**src/rtl/fetch_pkg.sv**
```systemverilog
// Shared types and constants for the instruction-fetch stage.
package fetch_pkg;

  localparam int XLEN = 32;
  localparam logic [XLEN-1:0] FETCH_NOP = 32'h0000_0000;

  typedef enum logic [1:0] {
    FS_IDLE = 2'd0,
    FS_REQ  = 2'd1,
    FS_WAIT = 2'd2,
    FS_HOLD = 2'd3
  } fetch_state_t;

endpackage

```
**src/rtl/fetch_buffer.sv**
```systemverilog
// Single-entry instruction buffer between the fetch FSM and the IF/ID register.
// Flush beats load, load beats consume; outputs read as a NOP bubble when empty.
module fetch_buffer
  import fetch_pkg::*;
#(
  parameter logic [XLEN-1:0] NOP_INSTR = FETCH_NOP
) (
  input  logic            clk,
  input  logic            rst,
  input  logic            load,
  input  logic            consume,
  input  logic            flush,
  input  logic [XLEN-1:0] load_pc4,
  input  logic [XLEN-1:0] load_instr,
  output logic            valid,
  output logic [XLEN-1:0] pc4,
  output logic [XLEN-1:0] instr
);

  logic            valid_q, valid_d;
  logic [XLEN-1:0] pc4_q, pc4_d;
  logic [XLEN-1:0] instr_q, instr_d;

  always_comb begin
    valid_d = valid_q;
    pc4_d   = pc4_q;
    instr_d = instr_q;
    if (flush) begin
      valid_d = 1'b0;
    end else if (load) begin
      valid_d = 1'b1;
      pc4_d   = load_pc4;
      instr_d = load_instr;
    end else if (consume) begin
      valid_d = 1'b0;
    end
  end

  always_ff @(posedge clk or posedge rst) begin
    if (rst) begin
      valid_q <= 1'b0;
      pc4_q   <= '0;
      instr_q <= NOP_INSTR;
    end else begin
      valid_q <= valid_d;
      pc4_q   <= pc4_d;
      instr_q <= instr_d;
    end
  end

  assign valid = valid_q;
  assign pc4   = valid_q ? pc4_q : '0;
  assign instr = valid_q ? instr_q : NOP_INSTR;

endmodule

```
**src/rtl/if_fetch_unit.sv**
```systemverilog
// Instruction-fetch stage: PC, one-outstanding fetch FSM, redirect/discard handling.
// Define FETCH_PERF_COUNT_EN to add the FetchCount/BubbleCount performance counters.
module if_fetch_unit
  import fetch_pkg::*;
#(
  parameter logic [XLEN-1:0] RESET_PC  = 32'h0000_0000,
  parameter logic [XLEN-1:0] NOP_INSTR = FETCH_NOP
) (
  input  logic            Clk,
  input  logic            Reset,
  input  logic            Stall,
  input  logic            Redirect,
  input  logic [XLEN-1:0] RedirectTarget,
  output logic            ImemReq,
  output logic [XLEN-1:0] ImemAddr,
  input  logic            ImemReady,
  input  logic            ImemValid,
  input  logic [XLEN-1:0] ImemData,
  output logic            IFValid,
  output logic [XLEN-1:0] IFInstruction,
  output logic [XLEN-1:0] IFPCplus4
`ifdef FETCH_PERF_COUNT_EN
  ,
  output logic [XLEN-1:0] FetchCount,
  output logic [XLEN-1:0] BubbleCount
`endif
);

  fetch_state_t    state_q, state_d;
  logic [XLEN-1:0] pc_q, pc_d;
  logic [XLEN-1:0] req_pc_q, req_pc_d;
  logic            discard_q, discard_d;
  logic            buf_load, buf_consume, buf_flush;

  always_comb begin
    state_d     = state_q;
    pc_d        = pc_q;
    req_pc_d    = req_pc_q;
    discard_d   = discard_q;
    ImemReq     = 1'b0;
    buf_load    = 1'b0;
    buf_consume = 1'b0;
    buf_flush   = 1'b0;

    if (Redirect) begin
      pc_d      = RedirectTarget;
      buf_flush = 1'b1;
      if (state_q == FS_WAIT) begin
        // The in-flight response belongs to the wrong path: drop it now or mark it.
        if (ImemValid) begin
          discard_d = 1'b0;
          state_d   = FS_REQ;
        end else begin
          discard_d = 1'b1;
        end
      end else begin
        state_d = FS_REQ;
      end
    end else begin
      case (state_q)
        FS_IDLE: state_d = FS_REQ;
        FS_REQ: begin
          ImemReq = 1'b1;
          if (ImemReady) begin
            req_pc_d = pc_q;
            pc_d     = pc_q + 32'd4;
            state_d  = FS_WAIT;
          end
        end
        FS_WAIT: begin
          if (ImemValid) begin
            if (discard_q) begin
              discard_d = 1'b0;
              state_d   = FS_REQ;
            end else begin
              buf_load = 1'b1;
              state_d  = FS_HOLD;
            end
          end
        end
        FS_HOLD: begin
          // Next fetch goes out in the same cycle the buffered instruction is taken.
          if (!Stall) begin
            buf_consume = 1'b1;
            ImemReq     = 1'b1;
            if (ImemReady) begin
              req_pc_d = pc_q;
              pc_d     = pc_q + 32'd4;
              state_d  = FS_WAIT;
            end else begin
              state_d = FS_REQ;
            end
          end
        end
        default: state_d = FS_IDLE;
      endcase
    end
  end

  always_ff @(posedge Clk or posedge Reset) begin
    if (Reset) begin
      state_q   <= FS_IDLE;
      pc_q      <= RESET_PC;
      req_pc_q  <= RESET_PC;
      discard_q <= 1'b0;
    end else begin
      state_q   <= state_d;
      pc_q      <= pc_d;
      req_pc_q  <= req_pc_d;
      discard_q <= discard_d;
    end
  end

  assign ImemAddr = ImemReq ? pc_q : '0;

  fetch_buffer #(
    .NOP_INSTR(NOP_INSTR)
  ) u_buffer (
    .clk       (Clk),
    .rst       (Reset),
    .load      (buf_load),
    .consume   (buf_consume),
    .flush     (buf_flush),
    .load_pc4  (req_pc_q + 32'd4),
    .load_instr(ImemData),
    .valid     (IFValid),
    .pc4       (IFPCplus4),
    .instr     (IFInstruction)
  );

`ifdef FETCH_PERF_COUNT_EN
  logic [XLEN-1:0] fetch_count_q, fetch_count_d;
  logic [XLEN-1:0] bubble_count_q, bubble_count_d;

  always_comb begin
    fetch_count_d  = fetch_count_q;
    bubble_count_d = bubble_count_q;
    if (buf_consume) fetch_count_d = fetch_count_q + 32'd1;
    if (!Stall && !IFValid) bubble_count_d = bubble_count_q + 32'd1;
  end

  always_ff @(posedge Clk or posedge Reset) begin
    if (Reset) begin
      fetch_count_q  <= '0;
      bubble_count_q <= '0;
    end else begin
      fetch_count_q  <= fetch_count_d;
      bubble_count_q <= bubble_count_d;
    end
  end

  assign FetchCount  = fetch_count_q;
  assign BubbleCount = bubble_count_q;
`endif

endmodule

```
**config.mk**
```make
export PLATFORM = sky130hd
export DESIGN_NAME = if_fetch_unit
export DESIGN_NICKNAME = d
export VERILOG_FILES = /design/src/rtl/fetch_pkg.sv /design/src/rtl/fetch_buffer.sv /design/src/rtl/if_fetch_unit.sv
export SDC_FILE = /design/constraint.sdc
export NUM_CORES = 1
export LEC_CHECK = 0
export BUFFER_PORTS_ARGS = -buffer_cell sky130_fd_sc_hd__clkbuf_2
export CORE_UTILIZATION = 30
export CTS_CLUSTER_DIAMETER = 60
export DETAILED_ROUTE_END_ITERATION = 7
export PLACE_DENSITY = 0.58
export SYNTH_ARGS = -nofsm -noshare
export SYNTH_HDL_FRONTEND = slang
export SYNTH_SLANG_ARGS = --single-unit
```
**constraint.sdc**
```tcl
create_clock -name Clk -period 8.7 [get_ports Clk]
set_input_delay 1.74 -clock Clk [delete_from_list [all_inputs] [get_ports Clk]]
set_output_delay 1.74 -clock Clk [all_outputs]
set_load 0.03 [all_outputs]
```
==> flow_metrics.py <==
metrics = {
    "status": {
        "outcome": "finished, final reports clean",
    },
    "detailed_routing": {
        "post-route-drc-count": 0,
        "wl_met2_um": 7220,
        "drt-total-wl_um": 16500,
        "drtIter0Drc": 251,
        "drt-met1-wl_um": 8020,
        "wl_met3_um": 903,
        "routed_via_density": 4.60,
        "wire_per_inst_um": 15.0,
        "highest_layer": "met4",
        "ant_nets": 0,
        "dr.pass1.iters": 4,
        "dr_total_vias": 5067,
    },
    "timing": {
        "max-slew-margin-rel_pct": 32.4,
        "finClkSkew_ns": 0.00887,
        "max_freq_mhz": 191,
        "worst_slew_pin_slew_ns": 1.01,
        "fin_crit_ns": 5.24,
        "hold_ws_ns": 0.468,
        "final_max_slew_viol_count": 0,
        "setup_tns_ns": 0,
        "post-route-period-util_pct": 60.2,
        "rsz0062_at_grt": "no",
        "final_hold_viol_count": 0,
        "finalSetupViolCount": 0,
    },
    "worst_hold_path": {
        "hp-class": "reg -> reg",
        "hp-start": "u_buffer.pc4_q[8]",
    },
    "worst_setup_path": {
        "cp_top_family": "buffers and inverters",
        "reg2reg_from": "state_q[1]",
        "worstPathMaxFanout": 59,
        "slowest_delay_ns": 0.66,
        "cp-start-kind": "primary input",
        "startpoint": "Redirect",
        "critPathRequiredTime_ns": 6.96,
        "worstSetupPathType": "in -> out",
        "crit_chain": "clkbuf_2, buf_4, nor3b_2, buf_4, and2_1, clkbuf_2",
        "cp.arrival_ns": 3.50,
        "cp_slowest_cell": "nor3b_2",
        "path_buf_inv": 4,
        "end_kind": "output pin",
    },
    "power": {
        "powerDensity_nw_per_um2": 220,
        "p_leak_nw": 3.91,
        "finalPower_w": 0.00185,
        "vdd_ir_drop_max_uv": 105,
    },
    "synth": {
        "synth-seq-cells": 132,
        "ys_seq_area_share_pct": 49.2,
        "synth_edf_count": 0,
        "synth_cells": 649,
        "syn_nets": 721,
        "synth_area_um2": 6710,
        "ys.flop_type": "dfrtp_1",
        "ys_async_sr_fraction_pct": 100,
        "avgSynthCellArea_um2": 10.3,
        "synth_cell_types": 39,
        "ys_warn_count": 0,
    },
    "cts": {
        "cts_root_buffer": "clkbuf_16",
        "clkLatencyLatePin_ns": 0.42,
        "postCtsSetupBuffers": 0,
        "cts_tree": "built",
        "clk_pin_slew_ns": 0.05,
        "cts_buffers": 17,
        "clockBufferDepth": 2,
        "cts_resized": 0,
        "cts.htree.levels": 4,
        "cts.sinks": 132,
        "postCtsHoldBufs": 0,
    },
    "global_route": {
        "grt-ovfl-total": 0,
        "grt_usage_pct": 14.9,
        "grt_max_degree": 95,
        "grt_pass1_wl_um": 25900,
        "antenna_found_initial": 0,
        "grt_pass1_vias": 4777,
    },
    "die": {
        "rows": 54,
        "core-area_um2": 21900,
        "fp.dieW_um": 152,
        "initial_utilization_pct": 30.6,
        "design.portCount": 168,
        "die_h_um": 152,
        "dieArea_um2": 23000,
    },
    "cells_and_area": {
        "multi_input_area_um2": 3260,
        "antenna_cells": 0,
        "regArea_um2": 3300,
        "final_common_cell": "clkbuf_2",
        "layout-drive-gt1-share_pct": 35.3,
        "final_area_um2": 8420,
        "n_fill_cell": 2194,
        "final_util_pct": 38.5,
        "nets": 881,
        "area_growth_pct": 25.6,
        "final_cell_mix": "167 x clkbuf_2, 132 x dfrtp_1, 101 x and2_1",
    },
    "flow_run": {
        "drv_cap": 0,
    },
    "placement": {
        "hpwlAfterDp_um": 12000,
        "routabilityCongestion": 0.798,
        "io_buffer_count": 167,
        "placed_area_um2": 7840,
    },
}
[routing by layer]
layer  track usage [%]  vias to the layer above
met3              3.41                       25
met2              22.7                      144
met5                 0                        -
met4              6.14                        0
li1                  -                     2563
met1              20.3                     2335
[cell type report]
class                      instances  area share (%)
tap                              280            4.16
inverter                           8           0.386
sequential                       132            39.2
multi-input combinational        475            38.7
clock inverter                     9            1.22
clock buffer                      23            5.67
timing repair buffer             175            10.6
[where the power goes]
group	switching, W	internal (W)
sequential	0.000111	0.000748
combinational	0.000148	0.000146
clock	0.000257	0.000442
total	0.000517	0.00134
[Yosys cell counts, drive strengths merged (2+ instances only)]
cell type | n | area (um^2)
dfrtp | 132 | 3300
and2 | 101 | 632
nand2 | 82 | 308
mux2 | 68 | 766
o21ai | 56 | 295
clkbuf | 30 | 113
xor2 | 27 | 236
nand3 | 26 | 130
nand4 | 25 | 171
xnor2 | 23 | 201
nor4 | 13 | 148
nor2 | 11 | 41.3
nor3 | 9 | 50.1
inv | 8 | 30.0
o211ai | 8 | 60.1
and3 | 6 | 40.0
buf | 4 | 25.0
or3 | 4 | 25.0
a21oi | 3 | 15.0
and4 | 3 | 27.5
ha | 2 | 25.0
or4 | 2 | 18.8
[metrics by stage]
stage	std cells	setup WS, ns
floorplan	649	3.43
global placement	1070	3.51
detailed placement	1070	3.45
CTS	1102	3.45
global route	1102	3.32
finish	1102	3.46
[flip-flops by register name, summed over array words and instances (netlist names)]
register	cells
pc_q	32
req_pc_q	32
u_buffer.instr_q	32
u_buffer.pc4_q	32
state_q	2
discard_q	1
u_buffer.valid	1
[worst paths after layout]
| check | end | slack (ns) | depth (start not counted) |
|---|---|---|---|
| min in group asynchronous | u_buffer.instr_q[27] | 1.30 | 2 |
| setup / recovery | ImemAddr[19] | 3.46 | 6 |
| hold / removal | u_buffer.pc4_q[8] | 0.47 | 2 |
| hold reg to reg | u_buffer.pc4_q[8] | 0.47 | 2 |
| max in group asynchronous | u_buffer.pc4_q[1] | 5.71 | 4 |
| setup reg to reg | pc_q[28] | 6.38 | 6 |
[worst reg2reg max path, stage by stage (launching register included)]
cell and delay (ns):
dfrtp_1 0.39, and2_1 0.26, nor3_4 0.52, buf_4 0.42
nand3_1 0.20, or3_1 0.38, nand3_1 0.09
[cell families after synthesis]
family	share of synthesized area, %
AO/OA/AOI/OAI	5.74
AND/OR/NAND/NOR	24.1
multiplexers	11.6
XOR/XNOR	6.53
buffers and inverters	2.50
adder cells (fa/ha/maj)	0.373
flip-flops	49.2
Note: power is estimated with default switching activity, not from simulation.
